## src/rtl/cdb_arbiter.sv

```systemverilog
// Common-data-bus arbiter: per-FU 2-deep result buffers feeding a 4-slot registered CDB,
// granted round-robin starting at rr_ptr each cycle.
module cdb_arbiter #(
  parameter int unsigned NUM_FU = 6
) (
  input  logic                 clk,
  input  logic                 rst_n,
  input  logic [NUM_FU-1:0]    fu_valid,
  input  logic [4*NUM_FU-1:0]  fu_index_flat,
  input  logic [16*NUM_FU-1:0] fu_value_flat,
  output logic [NUM_FU-1:0]    fu_ready,
  output logic [3:0]           cdb_valid_flat,
  output logic [15:0]          cdb_indices_flat,
  output logic [63:0]          cdb_values_flat,
  output logic [2:0]           grant_count,
  output logic                 busy
);

  localparam int unsigned IDX_W = 4;
  localparam int unsigned VAL_W = 16;
  localparam int unsigned SLOTS = 4;
  localparam int unsigned CNT_W = 2;
  localparam int unsigned PTR_W = (NUM_FU > 1) ? $clog2(NUM_FU) : 1;
  localparam int unsigned SUM_W = PTR_W + 1;
  localparam int unsigned GNT_W = 3;

  typedef struct packed {
    logic [IDX_W-1:0] index;
    logic [VAL_W-1:0] value;
  } entry_t;

  logic [CNT_W-1:0] count_q [NUM_FU];
  logic [CNT_W-1:0] count_d [NUM_FU];
  entry_t           head_q  [NUM_FU];
  entry_t           head_d  [NUM_FU];
  entry_t           tail_q  [NUM_FU];
  entry_t           tail_d  [NUM_FU];
  entry_t           in_c    [NUM_FU];
  logic [NUM_FU-1:0] push_c;
  logic [NUM_FU-1:0] grant_c;
  logic [NUM_FU-1:0] nonempty_c;

  logic [PTR_W-1:0] rr_ptr_q, rr_ptr_d;
  logic [SUM_W-1:0] scan_sum_c;
  logic [PTR_W-1:0] scan_idx_c;
  logic [PTR_W-1:0] last_grant_c;
  logic [GNT_W-1:0] n_grant_c;

  logic [SLOTS-1:0] cdb_valid_q, cdb_valid_d;
  entry_t           slot_q [SLOTS];
  entry_t           slot_d [SLOTS];
  logic [GNT_W-1:0] grant_count_q, grant_count_d;

  // Round-robin scan: first up to four non-empty FUs from rr_ptr fill slots 0..3 in order.
  always_comb begin
    grant_c      = '0;
    n_grant_c    = '0;
    last_grant_c = rr_ptr_q;
    scan_sum_c   = '0;
    scan_idx_c   = '0;
    cdb_valid_d  = '0;
    for (int s = 0; s < SLOTS; s++) begin
      slot_d[s] = '0;
    end
    for (int j = 0; j < NUM_FU; j++) begin
      scan_sum_c = {1'b0, rr_ptr_q} + SUM_W'(j);
      if (scan_sum_c >= SUM_W'(NUM_FU)) begin
        scan_sum_c = scan_sum_c - SUM_W'(NUM_FU);
      end
      scan_idx_c = scan_sum_c[PTR_W-1:0];
      if ((count_q[scan_idx_c] != '0) && (n_grant_c < GNT_W'(SLOTS))) begin
        grant_c[scan_idx_c]          = 1'b1;
        slot_d[n_grant_c[1:0]]       = head_q[scan_idx_c];
        cdb_valid_d[n_grant_c[1:0]]  = 1'b1;
        last_grant_c                 = scan_idx_c;
        n_grant_c                    = n_grant_c + GNT_W'(1);
      end
    end
    grant_count_d = n_grant_c;
    rr_ptr_d      = rr_ptr_q;
    if (n_grant_c != '0) begin
      rr_ptr_d = (last_grant_c == PTR_W'(NUM_FU - 1)) ? '0 : last_grant_c + PTR_W'(1);
    end
  end

  // Holding buffers: head is the oldest entry; a grant pops head, a push lands behind it.
  always_comb begin
    for (int k = 0; k < NUM_FU; k++) begin
      fu_ready[k]   = (count_q[k] < CNT_W'(2)) && rst_n;
      push_c[k]     = fu_valid[k] && fu_ready[k];
      in_c[k].index = fu_index_flat[IDX_W*k +: IDX_W];
      in_c[k].value = fu_value_flat[VAL_W*k +: VAL_W];
      nonempty_c[k] = (count_q[k] != '0);
      count_d[k]    = count_q[k];
      head_d[k]     = head_q[k];
      tail_d[k]     = tail_q[k];
      case ({push_c[k], grant_c[k]})
        2'b10: begin
          if (count_q[k] == '0) begin
            head_d[k] = in_c[k];
          end else begin
            tail_d[k] = in_c[k];
          end
          count_d[k] = count_q[k] + CNT_W'(1);
        end
        2'b01: begin
          head_d[k]  = tail_q[k];
          count_d[k] = count_q[k] - CNT_W'(1);
        end
        2'b11: begin
          if (count_q[k] == CNT_W'(1)) begin
            head_d[k] = in_c[k];
          end else begin
            head_d[k] = tail_q[k];
            tail_d[k] = in_c[k];
          end
        end
        default: ;
      endcase
    end
  end

  always_ff @(posedge clk) begin
    if (!rst_n) begin
      for (int k = 0; k < NUM_FU; k++) begin
        count_q[k] <= '0;
        head_q[k]  <= '0;
        tail_q[k]  <= '0;
      end
      rr_ptr_q      <= '0;
      cdb_valid_q   <= '0;
      grant_count_q <= '0;
      for (int s = 0; s < SLOTS; s++) begin
        slot_q[s] <= '0;
      end
    end else begin
      for (int k = 0; k < NUM_FU; k++) begin
        count_q[k] <= count_d[k];
        head_q[k]  <= head_d[k];
        tail_q[k]  <= tail_d[k];
      end
      rr_ptr_q      <= rr_ptr_d;
      cdb_valid_q   <= cdb_valid_d;
      grant_count_q <= grant_count_d;
      for (int s = 0; s < SLOTS; s++) begin
        slot_q[s] <= slot_d[s];
      end
    end
  end

  // Slot i maps to the most-significant end of each flat bus.
  always_comb begin
    cdb_valid_flat   = '0;
    cdb_indices_flat = '0;
    cdb_values_flat  = '0;
    for (int i = 0; i < SLOTS; i++) begin
      cdb_valid_flat[SLOTS-1-i]                        = cdb_valid_q[i];
      cdb_indices_flat[IDX_W*(SLOTS-1-i) +: IDX_W]     = slot_q[i].index;
      cdb_values_flat[VAL_W*(SLOTS-1-i) +: VAL_W]      = slot_q[i].value;
    end
    grant_count = grant_count_q;
    busy        = rst_n && (|nonempty_c);
  end

endmodule
```

## config.mk

```make
export PLATFORM = sky130hd
export DESIGN_NAME = cdb_arbiter
export DESIGN_NICKNAME = d
export VERILOG_FILES = /design/src/rtl/cdb_arbiter.sv
export SDC_FILE = /design/constraint.sdc
export NUM_CORES = 1
export LEC_CHECK = 0
export CORE_MARGIN = 5
export CORE_UTILIZATION = 45
export CTS_BUF_LIST = sky130_fd_sc_hd__clkbuf_8 sky130_fd_sc_hd__clkbuf_16
export CTS_CLUSTER_SIZE = 20
export DETAILED_ROUTE_END_ITERATION = 10
export GPL_TIMING_DRIVEN = 0
export PLACE_DENSITY = 0.74
export SYNTH_ARGS = -nofsm -noshare
export SYNTH_HDL_FRONTEND = slang
export SYNTH_SLANG_ARGS = --single-unit
```

## constraint.sdc

```tcl
create_clock -name clk -period 6.7 [get_ports clk]
set_input_delay 0.67 -clock clk [delete_from_list [all_inputs] [get_ports clk]]
set_output_delay 0.67 -clock clk [all_outputs]
set_load 0.02 [all_outputs]
```

==> results_dict.tcl <==
set metrics [dict create \
    synthTopCellsByArea "dfxtp_1 (20%), edfxtp_1 (16%), mux2i_1 (8.8%)" \
    yosysTopAreaCell "dfxtp_1" \
    seq_area_um2 8050 \
    h-tree-depth 2 \
    cpMaxStageDelayCell "or4_4" \
    synthXorXnorAreaFrac_pct 0.919 \
    overflow 0 \
    cp.arrival_ns 7.02 \
    muxShareOfSynthArea_pct 14.8 \
    synth_cell_type_count 76 \
    multi_input_area_um2 13100 \
    crit_path_max_incr_delay_ns 0.53 \
    setup_viol 0 \
    synth_top_family_by_area "compound AO/OA/AOI/OAI gates" \
    drc 0 \
    dieArea_um2 53200 \
    worst_slew_pin_slew_ns 1.19 \
    max_cap_viol_count 0 \
    initial_core_util_pct 45.7 \
    syn_nets 2748 \
    place_inst 3402 \
    clk_pin_slew_ns 0.06 \
    fin_worst_skew_ns 0.0355 \
    core_area_um2 47900 \
    fmax_mhz 152 \
    numPortBuffers 221 \
    insertion_delay_ns 0.58 \
    nets 3063 \
    yosysSeqAreaShare_pct 36.7 \
    holdPathStages 2 \
    fill_cells 4155 \
    io_pins 222 \
    drive_gt1_share_pct 13.6 \
    grt_usage_pct 31.6 \
    syn_area_um2 21900 \
    fin_crit_sh_pct 98.5 \
    yosysTopAreaCellShare_pct 20.3 \
    fin_crit_ns 6.60 \
    fp.dieW_um 231 \
    critPathMostFrequentCell "buf_6" \
    status "finished, final reports clean" \
    async_reset_ff_share_pct 0 \
    fin_cells 3521 \
    pre_cts_slack_ns -1.82 \
    first_global_vias 20500 \
    r2r_cells 34 \
    root_buffer "clkbuf_16" \
    cts_sinks 342 \
    synthSimpleGateAreaFrac_pct 13.6 \
    path_max_fanout 5 \
    synth_edf_count 120 \
    grt_max_degree 21 \
    drt-total-wl_um 88800 \
    syn_area_per_cell_um2 8.55 \
    end_kind "flop" \
    drt_pre_antenna_iters 6 \
    worst_setup_path_start_kind "flop" \
    final_cell_mix "nand2_1 (419), a21oi_1 (230), clkdlybuf4s50_1 (221)" \
    critPathBufInv 15 \
    area_delta_synth_final_pct 24.7 \
    hold_class "flop to flop" \
    synth_seq_cells 342 \
    clock_path_buffers 3 \
    syn_inst 2562 \
    die_h_um 231 \
    hpwl_um 71000 \
    placementRows 80 \
    synth_ff_type "dfxtp_1" \
    worst-setup-path-type "flop to flop" \
    wire_per_inst_um 25.2 \
    relSlewSlack_pct 20.6 \
    crit_family "buffers and inverters" \
    hold_viol_final 0 \
    antenna_left 0 \
    antenna_found_initial 0 \
    drt_iter0_drc 2408 \
    gp_congestion 1.03 \
    synth_warnings 0 \
    crit_cells 34 \
    drv_slew 0 \
    synth_compound_area_share_pct 24.9 \
    synth-adder-area-share_pct 3.35 \
    cts-buffers-inserted 36 \
    worst_slack_ns 0.102 \
    crit_required_ns 7.12 \
    grt_pass1_wl_um 129000 \
    layout_commonest_cell "nand2_1" \
    cts_tree "built" \
    vias 21800 \
    viasPerCell 6.20 \
    fin_util_pct 57.0 \
]
==> cells in the mapped netlist (all sizes together) (42+ instances only) <==
cell    count
a21oi     238
a22o      122
buf        69
clkbuf    154
dfxtp     222
edfxtp    120
ha         57
inv        84
mux2       60
mux2i     194
nand2     419
nand3      45
nor2      149
o21a       42
o21ai     220
o22ai      56
==> cell type report <==
| type | instances | area share, % |
|---|---|---|
| Clock buffer | 40 | 3.50 |
| Inverter | 84 | 1.19 |
| Antenna cell | 1 | 0.00916 |
| Multi-Input combinational cell | 1913 | 47.9 |
| Timing Repair Buffer | 280 | 10.2 |
| Clock inverter | 26 | 0.957 |
| Buffer | 220 | 4.02 |
| Sequential cell | 342 | 29.5 |
| Tap cell | 615 | 2.82 |
==> path summary, 6_finish.rpt <==
kind | startpoint | end | slack (ns)
setup / recovery | rr_ptr_q[1] | head_q[3][15] | 0.10
hold / removal | tail_q[4][19] | tail_q[4][19] | 0.46
setup reg to reg | rr_ptr_q[1] | head_q[3][15] | 0.10
hold reg to reg | tail_q[4][19] | tail_q[4][19] | 0.46
==> logic make-up after synthesis <==
| kind of cell | after synthesis |
|---|---|
| AOI/OAI and AO/OA | 847 |
| and+or+nand+nor | 704 |
| DFF | 342 |
| buffers and inverters | 307 |
| muxes | 281 |
| adders and majority gates | 58 |
| xor gates and xnor gates | 23 |
==> sequential cells by signal, summed over array words and instances, names as in the netlist <==
name,count
cdb_valid_q,4
count_q,12
grant_count,3
head_q,120
rr_ptr_q,3
slot_q,80
tail_q,120
==> per-stage QoR <==
step / hold slack [ns] / TNS (ns) / area, um^2
floorplan: 0.437 / 0 / 21900
detailed placement: 0.447 / -572.09 / 25000
global route: 0.475 / -1.93 / 27300
CTS: 0.456 / 0 / 26900
global placement: 0.441 / -588.96 / 24900
finish: 0.456 / 0 / 27300
==> tightest hold or removal path: cells and delay by family, from the launching register on <==
kind / cells / cell delay (ns)
and+or+nand+nor: 1 / 0.05
DFF: 1 / 0.31
AOI/OAI and AO/OA: 1 / 0.05
==> repair_timing <==
action / CTS / global route
resized for setup: 110 / 90
hold buffers: 0 / 0
cloned: 3 / 3
setup buffers: 29 / 20
setup endpoints to repair: 462 / 383
pin swaps: 16 / 19
==> metal layers <==
| metal | global-route usage [%] | share of wire (%) |
|---|---|---|
| met5 | 0 | 0 |
| met4 | 13.7 | 5.1 |
| met3 | 6.30 | 9.7 |
| met2 | 50.1 | 44 |
| met1 | 42.3 | 41 |
Power is not shown: default switching activity piles up to over one toggle a cycle in this logic, so the estimate is an artifact.
